**src/rtl/display_pkg.sv**
```systemverilog
// Shared types and default raster timing for the ping-pong display controller.
package display_pkg;

   typedef enum logic [1:0] {
      IDLE   = 2'd0,
      PRIME  = 2'd1,
      SCAN   = 2'd2,
      VBLANK = 2'd3
   } state_t;

   localparam int DEF_H_ACTIVE = 640;
   localparam int DEF_H_TOTAL  = 800;
   localparam int DEF_V_ACTIVE = 480;
   localparam int DEF_V_TOTAL  = 525;
   localparam int DEF_CNT_W    = 10;
   localparam int DEF_ADDR_W   = 19;

   function automatic logic [1:0] buf_onehot(input logic idx);
      return idx ? 2'b10 : 2'b01;
   endfunction

   // Lowest-index set bit wins; zero in gives zero out.
   function automatic logic [1:0] lowest_set(input logic [1:0] v);
      return v[0] ? 2'b01 : (v[1] ? 2'b10 : 2'b00);
   endfunction

endpackage

```
**src/rtl/raster_timer.sv**
```systemverilog
// Pixel/line counters with active-window and sync decode; clr_i holds both counters at zero.
module raster_timer #(
   parameter int H_ACTIVE = 640,
   parameter int H_TOTAL  = 800,
   parameter int V_ACTIVE = 480,
   parameter int V_TOTAL  = 525,
   parameter int CNT_W    = 10
) (
   input  logic             clk_i,
   input  logic             rst_ni,
   input  logic             clr_i,
   input  logic             run_i,
   output logic [CNT_W-1:0] px_o,
   output logic [CNT_W-1:0] line_o,
   output logic             active_o,
   output logic             sync_hb_o,
   output logic             sync_vb_o,
   output logic             vb_next_o,
   output logic             frame_end_o
);

   logic [CNT_W-1:0] px_q, px_d, line_q, line_d;
   logic             px_wrap;

   always_comb begin
      px_wrap = (px_q == CNT_W'(H_TOTAL - 1));
      px_d    = px_q;
      line_d  = line_q;
      if (clr_i) begin
         px_d   = '0;
         line_d = '0;
      end else if (run_i) begin
         px_d = px_wrap ? '0 : px_q + CNT_W'(1);
         if (px_wrap)
            line_d = (line_q == CNT_W'(V_TOTAL - 1)) ? '0 : line_q + CNT_W'(1);
      end
   end

   always_ff @(posedge clk_i or negedge rst_ni) begin
      if (!rst_ni) begin
         px_q   <= '0;
         line_q <= '0;
      end else begin
         px_q   <= px_d;
         line_q <= line_d;
      end
   end

   assign px_o        = px_q;
   assign line_o      = line_q;
   assign active_o    = (px_q < CNT_W'(H_ACTIVE)) && (line_q < CNT_W'(V_ACTIVE));
   assign sync_hb_o   = run_i && (px_q == CNT_W'(H_ACTIVE));
   assign sync_vb_o   = run_i && (px_q == '0) && (line_q == CNT_W'(V_ACTIVE));
   // Last cycle of the active frame: the next edge lands on vertical blank.
   assign vb_next_o   = px_wrap && (line_q == CNT_W'(V_ACTIVE - 1));
   assign frame_end_o = px_wrap && (line_q == CNT_W'(V_TOTAL - 1));

endmodule

```
**src/rtl/display_pingpong_ctrl.sv**
```systemverilog
// Ping-pong display controller: raster sequencing FSM, two-buffer ownership flags and
// read-address generation. Buffers swap on the edge that enters vertical blank.
module display_pingpong_ctrl
   import display_pkg::*;
#(
   parameter int H_ACTIVE = DEF_H_ACTIVE,
   parameter int H_TOTAL  = DEF_H_TOTAL,
   parameter int V_ACTIVE = DEF_V_ACTIVE,
   parameter int V_TOTAL  = DEF_V_TOTAL,
   parameter int CNT_W    = DEF_CNT_W,
   parameter int ADDR_W   = DEF_ADDR_W
) (
   input  logic              clk_i,
   input  logic              rst_ni,
   input  logic              cs_display_i,
   input  logic              fill_done_i,
   input  logic              fill_buf_i,
   output logic [1:0]        wr_en_o,
   output logic [1:0]        rd_en_o,
   output logic [1:0]        sel_buf_o,
   output logic              sel_blank_o,
   output logic [ADDR_W-1:0] rd_addr_o,
   output logic [CNT_W-1:0]  px_cnt_o,
   output logic [CNT_W-1:0]  line_cnt_o,
   output logic              sync_hb_o,
   output logic              sync_vb_o,
   output logic [1:0]        buf_empty_o,
   output logic              frame_repeat_o,
   output logic              fill_err_o,
   output state_t            state_o
);

   state_t            state_q, state_d;
   logic              disp_q, disp_d;
   logic [1:0]        empty_q, empty_d;
   logic [ADDR_W-1:0] addr_q, addr_d;
   logic              frep_q, frep_d, ferr_q, ferr_d;
   logic              running, active, vb_next, frame_end, fill_ok, other_full;
   logic [1:0]        wr_pool;

   assign running = (state_q == SCAN) || (state_q == VBLANK);

   raster_timer #(
      .H_ACTIVE(H_ACTIVE), .H_TOTAL(H_TOTAL), .V_ACTIVE(V_ACTIVE),
      .V_TOTAL(V_TOTAL), .CNT_W(CNT_W)
   ) u_timer (
      .clk_i      (clk_i),
      .rst_ni     (rst_ni),
      .clr_i      (!running || !cs_display_i),
      .run_i      (running),
      .px_o       (px_cnt_o),
      .line_o     (line_cnt_o),
      .active_o   (active),
      .sync_hb_o  (sync_hb_o),
      .sync_vb_o  (sync_vb_o),
      .vb_next_o  (vb_next),
      .frame_end_o(frame_end)
   );

   always_comb begin
      state_d = state_q;
      disp_d  = disp_q;
      empty_d = empty_q;
      addr_d  = addr_q;
      frep_d  = 1'b0;
      ferr_d  = 1'b0;
      // Outside SCAN/VBLANK nothing is on screen, so either buffer may be filled.
      fill_ok = fill_done_i && empty_q[fill_buf_i] && !(running && (fill_buf_i == disp_q));
      if (fill_done_i) begin
         if (fill_ok) empty_d[fill_buf_i] = 1'b0;
         else         ferr_d = 1'b1;
      end
      // Read after the fill update so a fill landing on the swap edge still counts.
      other_full = !empty_d[~disp_q];

      if (!cs_display_i) begin
         state_d = IDLE;
         addr_d  = '0;
      end else begin
         case (state_q)
            IDLE:  state_d = PRIME;
            PRIME: begin
               if (empty_q != 2'b11) begin
                  disp_d  = empty_q[0];
                  state_d = SCAN;
               end
            end
            SCAN: begin
               if (active)
                  addr_d = (addr_q == ADDR_W'(H_ACTIVE * V_ACTIVE - 1)) ? '0 : addr_q + ADDR_W'(1);
               if (vb_next) begin
                  state_d = VBLANK;
                  addr_d  = '0;
                  if (other_full) begin
                     empty_d[disp_q] = 1'b1;
                     disp_d          = ~disp_q;
                  end else begin
                     frep_d = 1'b1;
                  end
               end
            end
            VBLANK: if (frame_end) state_d = SCAN;
            default: state_d = IDLE;
         endcase
      end
   end

   always_ff @(posedge clk_i or negedge rst_ni) begin
      if (!rst_ni) begin
         state_q <= IDLE;
         disp_q  <= 1'b0;
         empty_q <= 2'b11;
         addr_q  <= '0;
         frep_q  <= 1'b0;
         ferr_q  <= 1'b0;
      end else begin
         state_q <= state_d;
         disp_q  <= disp_d;
         empty_q <= empty_d;
         addr_q  <= addr_d;
         frep_q  <= frep_d;
         ferr_q  <= ferr_d;
      end
   end

   assign wr_pool        = (state_q == IDLE) ? 2'b00 :
                           running ? (empty_q & ~buf_onehot(disp_q)) : empty_q;
   assign wr_en_o        = lowest_set(wr_pool);
   assign rd_en_o        = (state_q == SCAN && active) ? buf_onehot(disp_q) : 2'b00;
   assign sel_buf_o      = buf_onehot(disp_q);
   assign sel_blank_o    = !(state_q == SCAN && active);
   assign rd_addr_o      = addr_q;
   assign buf_empty_o    = empty_q;
   assign frame_repeat_o = frep_q;
   assign fill_err_o     = ferr_q;
   assign state_o        = state_q;

endmodule

```
**config.mk**
```make
export PLATFORM = sky130hd
export DESIGN_NAME = display_pingpong_ctrl
export DESIGN_NICKNAME = d
export VERILOG_FILES = /design/src/rtl/display_pkg.sv /design/src/rtl/raster_timer.sv /design/src/rtl/display_pingpong_ctrl.sv
export SDC_FILE = /design/constraint.sdc
export NUM_CORES = 1
export LEC_CHECK = 0
export ABC_AREA = 1
export BUFFER_PORTS_ARGS = -buffer_cell sky130_fd_sc_hd__clkbuf_2
export CORE_ASPECT_RATIO = 0.5
export CORE_UTILIZATION = 40
export CTS_CLUSTER_DIAMETER = 30
export CTS_CLUSTER_SIZE = 16
export DETAILED_ROUTE_END_ITERATION = 8
export GPL_TIMING_DRIVEN = 1
export SLEW_MARGIN = 20
export SYNTH_ARGS = -nofsm -noshare
export SYNTH_HDL_FRONTEND = slang
export SYNTH_SLANG_ARGS = --single-unit
```
**constraint.sdc**
```tcl
create_clock -name clk_i -period 1.5 [get_ports clk_i]
set_input_delay 0.3 -clock clk_i [delete_from_list [all_inputs] [get_ports clk_i]]
set_output_delay 0.3 -clock clk_i [all_outputs]
set_load 0.02 [all_outputs]
```
After elaboration in Yosys (flattened, before gate mapping). Index checks and enable logic that the tools add are counted.

$add $sub $neg: 3. Magnitude comparators: 7. Equal/unequal tests: 19. Multiplexer cells: 47. Bitwise gates (word level): 6. Reduce and logical (&&, ||, !) cells: 27.

Operators by type and width (count): 2-to-1 mux 19 bit (5); 2-to-1 mux 10 bit (7); 2-to-1 mux 2 bit (16); equality test 10 bit, second input constant (3); adder 10 x 1 -> 10 bit, second input constant (2); equality test 10 x 9 -> 1 bit, second input constant (2); adder 19 x 1 -> 19 bit, second input constant (1); equality test 19 bit, second input constant (1); 2-to-1 mux 1 bit (15); logical AND 1 bit (12); zero test 10 bit (1); < comparator 10 bit, second input constant (1); < comparator 10 x 9 -> 1 bit, second input constant (1); one-hot mux 2 bit (4 select lines) (1); < comparator 1 x 2 -> 1 bit, second input constant (3); != test 2 bit, second input constant (3); != test 3 bit, second input constant (2); nonzero test 2 bit (3); AND reduction 5 bit (1); bitwise AND 2 bit (2); equality test 2 bit, second input constant (2); zero test 1 bit (4); != test 2 x 1 -> 1 bit, second input constant (2); inverter 2 bit (2); other kinds (13) (17).

Register bits: 46. Bits of input ports: 5. Output and inout port bits: 54.

Logic depth before layout (Yosys ltp). Gate-level depths: netlist of run 1.

Word-level depth: 14. Gate-level depth with buffers: 12.

By module. From an unflattened synthesis of run 1, not the netlist that was laid out.

Cells, all modules: 434. Area total of the unflattened synthesis: 3026.7 µm².

Modules (own cells, without submodules): display_pingpong_ctrl (times used 1, cells each 224, area an instance 1597.8 µm², sequential area each 653.1 µm²); raster_timer (times used 1, cells each 210, area an instance 1428.9 µm², sequential area each 500.5 µm²).

Least setup slack after synthesis of run 1. OpenSTA, ideal clock, no wires.

Path kind: reg-to-output. From: reg state_q[1], in the netlist state_o[1]. To: out rd_en_o[0]. Arrival: 1507 ps. Required time: 1200 ps. Setup slack: -307 ps. Cell stages (with the launch flop): 7. Buffers on the path: 0. Path through: dfrtp_1 inv_2 nor2_4 nand2_1 nor2_2 nand2_1 nor2_1.

Longest elaborated chain between the ends: 3.

RTL lines: start, declared (line display_pingpong_ctrl.sv:33) `state_t state_q, state_d;`; start signal, assigned (line display_pingpong_ctrl.sv:117) `state_q <= state_d;`; equality test 2 bit (line display_pingpong_ctrl.sv:129) `assign rd_en_o = (state_q == SCAN && active) ? buf_onehot(disp_q) : 2'b00;`; logical AND 1 bit (line display_pingpong_ctrl.sv:129); 2-to-1 mux 2 bit (line display_pingpong_ctrl.sv:129); end, declared (line display_pingpong_ctrl.sv:19) `output logic [1:0] rd_en_o,`.

No other way between the ends.

Worst setup path in the final report of run 1.
From: reg u_timer.px_q[1], in the netlist u_timer.px_o[1]. To: out sync_vb_o.

Longest elaborated chain between the ends: 3.

RTL lines: start, declared (line raster_timer.sv:22) `logic [CNT_W-1:0] px_q, px_d, line_q, line_d;`; start signal, assigned (line raster_timer.sv:44) `px_q <= px_d;`; zero test 10 bit (line raster_timer.sv:53) `assign sync_vb_o = run_i && (px_q == '0) && (line_q == CNT_W'(V_ACTIVE));`; logical AND 1 bit (2 in a row) (line raster_timer.sv:53); end, declared (line display_pingpong_ctrl.sv:26) `output logic sync_vb_o,`.

No other way between the ends.

==> results.toml, run 1 <==
[synthesis]
synth_area_leaders = "dfrtp_1 (36%), nand2_1 (14%), nand3_1 (8.0%), nor2_1 (7.7%), inv_1 (7.2%)"
synth_area_mm2 = 0.00307
postSynthAreaPerCell_um2 = 6.84
synth-seq-area-share_pct = 37.6
yosysTopAreaCellShare_pct = 35.9
synth_warnings = 0
synthDistinctLibCells = 39
syn_inst = 449
synthArstFlopShare_pct = 100
yosysTopAreaCell = "dfrtp_1"
ys_top_cells_by_count = "nand2_1 (118), nor2_1 (63), inv_1 (59)"
syn_nets = 459
synth.most_common_cell = "nand2_1"
ys_ff_latch = 46
synth_edf_count = 0
yosys_most_used_dff = "dfrtp_1"

[clocking]
clock_path_buffers = 2
cts_hold_buf = 0
cts.sinks = 46
clk_pin_slew_ns = 0.06
insertion_delay_ns = 0.29
cts_buffers = 5
cts_tree = "yes"
clock-root-buffer = "clkbuf_16"
htree_levels = 2

[sta]
relSlewSlack_pct = 73.8
fin_ws_ns = -0.498
worst_pin_slew_ns = 0.391
final-hold-violation-count = 25
fmax_ghz = 0.501
fin_hold_ws_ns = -0.0214
setup_viol = 55
fin_skew_ns = 0.00548
rsz0062_at_grt = "yes"
period_needed_ns = 2.00
finalCritPeriodShare_pct = 133
slew_violations = 0

[routing]
drt-initial-drc-count = 220
avgRoutedWirePerCell_um = 15.3
num_vias = 3777
drt_pass1_iterations = 6
drt-total-wl_um = 11300
detail-route-antenna-nets = 0
via_per_inst = 5.15
drc_errors = 0

[floorplanning]
die_h_um = 64.0
die_width_um = 126
core-area_mm2 = 0.00738
start_util_pct = 41.6
io_pins = 59
rows = 22
die_area_mm2 = 0.00805

[power]
p_comb_share_pct = 48.1
p_seq_share_pct = 28.6
finalPower_mw = 4.95
p_sw_share_pct = 38.0
intPower_mw = 3.07
peakVddDrop_mv = 0.590
power_density_mw_per_mm2 = 907
p_leak_nw = 2.69
switching_power_mw = 1.88
power_frac_clock_pct = 23.3

[global_route]
grt_pass1_vias = 3383
grtUsageTotal_pct = 26.1
grt_pass1_wl_um = 16400
grt_max_degree = 47
globalRoute.totalOverflow = 0
antenna_found_initial = 0

[flow_run]
drv_cap = 0

[setup_path]
end_kind = "output pin"
cp_data_required_time_ns = 1.20
ff2ff_path_depth = 12
crit_path_max_fanout = 2
critical_path_class = "flop to output pin"
r2r_end = "rd_addr_o[16]$_DFFE_PN0P_"
timing.rr.start = "u_timer.px_o[1]$_DFFE_PN0P_"
startpoint_type = "flop"
crit_start = "u_timer.px_o[1]$_DFFE_PN0P_"
arrival_ns = 1.70
rrSetupSlack_ns = -0.45

[place]
io_buffers = 58
place_inst = 685
dp_hpwl_um = 6530
gp_congestion = 0.893

[cells_and_area]
area.growth.synth_to_final_pct = 77.7
nets = 647
drive_above_1_share_pct = 52.8
stdcell_count = 734
diodes = 0

[status]
violations = "hold timing, setup timing"
status = "finished with violations"

[worst_hold_path]
min_path_type = "primary input to async pin"
## worst max-delay path: stages, from the launching register on
cell     delay (ns)
dfrtp_2        0.41
inv_2          0.08
ha_4           0.14
nand3_4        0.09
nor4_4         0.29
nand2_1        0.13
nor2_4         0.15
buf_8          0.12
## sequential cells by signal (all words and copies together) (netlist names)
| register | cells |
|---|---|
| rd_addr_o | 19 |
| u_timer.line_o | 10 |
| u_timer.px_o | 10 |
| buf_empty_o | 2 |
| state_o | 2 |
| disp_q | 1 |
| fill_err_o | 1 |
| frame_repeat_o | 1 |
## routing by layer
metal	wire, um	up-vias	track usage (%)	part of all wire, %
met5	0	-	0	0
met3	578	25	4.69	5.1
met2	5440	136	43.0	48
met1	4990	1788	35.4	44
met4	253	0	7.23	2.2
li1	-	1828	-	-
## power by group through the flow
stage / logic [mW] / registers (mW) / clock network [mW]
floorplan: 0.686 / 1.55 / 0
global route: 2.52 / 1.43 / 1.23
detailed placement: 1.46 / 1.42 / 0
global placement: 1.45 / 1.41 / 0
CTS: 1.94 / 1.40 / 1.16
finish: 2.38 / 1.42 / 1.15
## worst max path at each step
stage	to
3_5_place_dp	sync_vb_o
2_1_floorplan	rd_addr_o[12]$_DFFE_PN0P_
5_1_grt	sync_vb_o
4_1_cts	sync_vb_o
3_3_place_gp	sync_vb_o
6_report	sync_vb_o
## area by class of cell
class | count | area (um2)
Inverter | 61 | 244
Sequential cell | 46 | 1170
Tap cell | 96 | 120
Clock inverter | 1 | 5.00
Clock buffer | 7 | 143
Timing Repair Buffer | 186 | 1520
Multi-Input combinational cell | 336 | 2250
Timing Repair inverter | 1 | 8.76
Fill cell | 534 | 1920
## what timing repair did
action	4_1_cts	5_1_grt
resized for setup	127	85
endpoints found under the hold margin	0	0
buffers inserted	32	17
pin swaps	50	33
cloned	4	0
endpoints found under the setup margin	43	55
## through the flow
| stage | TNS [ns] | hold slack (ns) | utilization [%] | worst slack [ns] | instance area [um2] |
|---|---|---|---|---|---|
| after floorplan | -2.13 | 0.00441 | - | -0.134 | 3170 |
| after global placement | -3.86 | 0.308 | 57.2 | -0.252 | 4220 |
| after detailed placement | -4.61 | 0.308 | 57.2 | -0.232 | 4220 |
| after CTS | -9.88 | 0.000206 | 68.4 | -0.435 | 5040 |
| after global routing | -22.00 | 0.0124 | 73.9 | -0.578 | 5460 |
| final | -17.89 | -0.0214 | 73.9 | -0.498 | 5460 |
## cells by family (layout without fill, tap and decap cells)
logic type | after synthesis | count (layout) | share of synthesized area [%]
and+or+nand+nor | 283 | 285 | 42.5
buffers and inverters | 69 | 256 | 9.05
DFF | 46 | 46 | 37.6
AOI/OAI and AO/OA | 42 | 42 | 7.74
adders and majority gates | 5 | 5 | 2.04
xor gates and xnor gates | 4 | 4 | 1.14
## cell usage in the layout, fill, tap and decap left out, types with 2 or more instances in the layout
cell       Yosys  layout
dfrtp_1       44      34
xnor2_1        2       2
inv_4          0       3
inv_1         59      46
dfstp_2        2       2
nor3_2         1       5
clkbuf_8       0       3
buf_8          0       4
nand4_1       10      10
clkbuf_2       0      47
nor2_2         4      16
dfrtp_2        0      10
nand3_2        4      15
nand2_4        2      13
o21ai_0       16       4
nor3_1        14       7
a21oi_4        0       3
a21oi_2        2       2
buf_4          2      93
buf_6          1      35
clkbuf_16      0       5
nand2_1      118      92
ha_4           0       4
inv_2          2      11
nand2_2        5      18
nor2_1        63      42
nand3b_1       2       2
o21ai_2        0       7
o21ai_1        2       6
nand2_8        0       4
nor2_4         4      13
a21oi_1       13      10
o21bai_1       3       3
nor4_4         0       2
nand3_1       49      34
buf_12         0       5
nor3_4         0       3
xor2_1         2       2
nand3_4        0       4
Note: power is estimated with default switching activity, not from simulation.
==> run 2, diff against run 1 <==
--- a/config.mk
+++ b/config.mk
@@ -13,6 +13,7 @@
 export CTS_CLUSTER_SIZE = 16
 export DETAILED_ROUTE_END_ITERATION = 8
 export GPL_TIMING_DRIVEN = 1
+export SKIP_CTS_REPAIR_TIMING = 1
 export SLEW_MARGIN = 20
 export SYNTH_ARGS = -nofsm -noshare
 export SYNTH_HDL_FRONTEND = slang
==> results.toml, run 2 (synthesis gave the netlist of run 1 again) <==
[routing]
num_vias = 3577
drt-initial-drc-count = 172
detail-route-antenna-nets = 0
drt-total-wl_um = 10000
via_per_inst = 4.98
drt_pass1_iterations = 4
avgRoutedWirePerCell_um = 14.0
drc_errors = 0

[floorplanning]
start_util_pct = 41.6
io_pins = 59
core-area_mm2 = 0.00738
die_width_um = 126
die_area_mm2 = 0.00805
rows = 22
die_h_um = 64.0

[global_route]
grt.busiest_layer = "met2"
globalRoute.totalOverflow = 0
antenna_found_initial = 0
grt_pass1_wl_um = 14100
grt.met3_usage_pct = 4.61
grtUsageMet2_pct = 34.9
grt_max_degree = 47
grt_pass1_vias = 2991
met1_usage_pct = 31.6
grtUsageTotal_pct = 22.4

[power]
p_comb_share_pct = 45.3
p_sw_share_pct = 37.7
switching_power_mw = 1.76
peakVddDrop_mv = 0.432
intPower_mw = 2.91
power_density_mw_per_mm2 = 892
power_frac_clock_pct = 24.6
p_leak_nw = 2.59
p_seq_share_pct = 30.1

[setup_path]
cp_data_required_time_ns = 1.20
end_kind = "output pin"
crit_path_max_fanout = 3
critical_path_class = "flop to output pin"
arrival_ns = 1.72
startpoint_type = "flop"

[clocking]
cts_tree = "yes"
insertion_delay_ns = 0.29
clock-root-buffer = "clkbuf_16"
cts_buffers = 5
cts.sinks = 46
clock_path_buffers = 2
htree_levels = 2
clk_pin_slew_ns = 0.07

[cells_and_area]
area.growth.synth_to_final_pct = 70.5
nets = 631
drive_above_1_share_pct = 50.5
final_area_mm2 = 0.00524
stdcell_count = 718
largest_reg_flops = 19
most-common-layout-cells = "nand2_1 (95), buf_4 (89), clkbuf_2 (51)"
layout_commonest_cell = "nand2_1"
diodes = 0

[place]
dp_hpwl_um = 6530
gp_congestion = 0.893
placedInstanceArea_mm2 = 0.00422
place_inst = 685
io_buffers = 58
pre_cts_ws_ns = -0.232

[status]
status = "finished with violations"
violations = "hold timing, setup timing"

[sta]
finalCritPeriodShare_pct = 135
fin_skew_ns = 0.00500
setup_viol = 50
worst_pin_slew_ns = 0.345
slew_violations = 0
final-hold-violation-count = 18
fmax_ghz = 0.495
rsz0062_at_grt = "yes"
relSlewSlack_pct = 76.8
fin_hold_ws_ns = -0.0199
period_needed_ns = 2.02
fin_ws_ns = -0.520

[flow_run]
drv_cap = 0

[worst_hold_path]
min_path_type = "primary input to async pin"
run 2: metal layers:
layer / wire [um] / up-vias
met3: 405 / 10
li1: - / 1787
met2: 4830 / 70
met4: 110 / 0
met5: 0 / -
met1: 4670 / 1710
run 2: final cells by class:
class	instances	area [um2]
Timing Repair Buffer	172	1310
Multi-Input combinational cell	335	2250
Sequential cell	46	1170
Inverter	61	241
Clock buffer	7	143
Clock inverter	1	5.00
Tap cell	96	120
Fill cell	583	2140
run 2: worst max-delay path, stage by stage (launching register included):
cell and delay, ns:
dfrtp_2 0.43, inv_2 0.09, ha_4 0.14, nand3_4 0.10
nor4_4 0.30, nand2_1 0.12, nor2_4 0.11, buf_6 0.13
run 2: power by group through the flow:
stage	logic, mW	clock network [mW]	registers (mW)
6_report	2.11	1.15	1.41
5_1_grt	2.26	1.23	1.42
4_1_cts	1.47	1.16	1.39
3_5_place_dp	1.46	0	1.42
3_3_place_gp	1.45	0	1.41
2_1_floorplan	0.686	0	1.55
run 2: final timing paths:
path	slack (ns)	cells past startpoint	from	to
max	-0.52	7	u_timer.px_o[0]$_DFFE_PN0P_	sync_vb_o
min	-0.02	2	rst_ni	rd_addr_o[6]$_DFFE_PN0P_
max reg2reg	-0.35	11	u_timer.px_o[1]$_DFFE_PN0P_	rd_addr_o[16]$_DFFE_PN0P_
min in group clk_i	0.27	3	fill_done_i	fill_err_o$_DFF_PN0_
min reg2reg	0.52	2	buf_empty_o[1]$_DFF_PN1_	buf_empty_o[1]$_DFF_PN1_
max in group asynchronous	1.21	2	rst_ni	buf_empty_o[0]$_DFF_PN1_
run 2: metrics by stage:
stage	power [mW]	TNS, ns	util, %
after floorplan	2.23	-2.13	-
after global placement	2.86	-3.86	57.2
after detailed placement	2.88	-4.61	57.2
after CTS	4.02	-6.92	59.2
after global routing	4.90	-14.63	71.0
final	4.67	-10.62	71.0
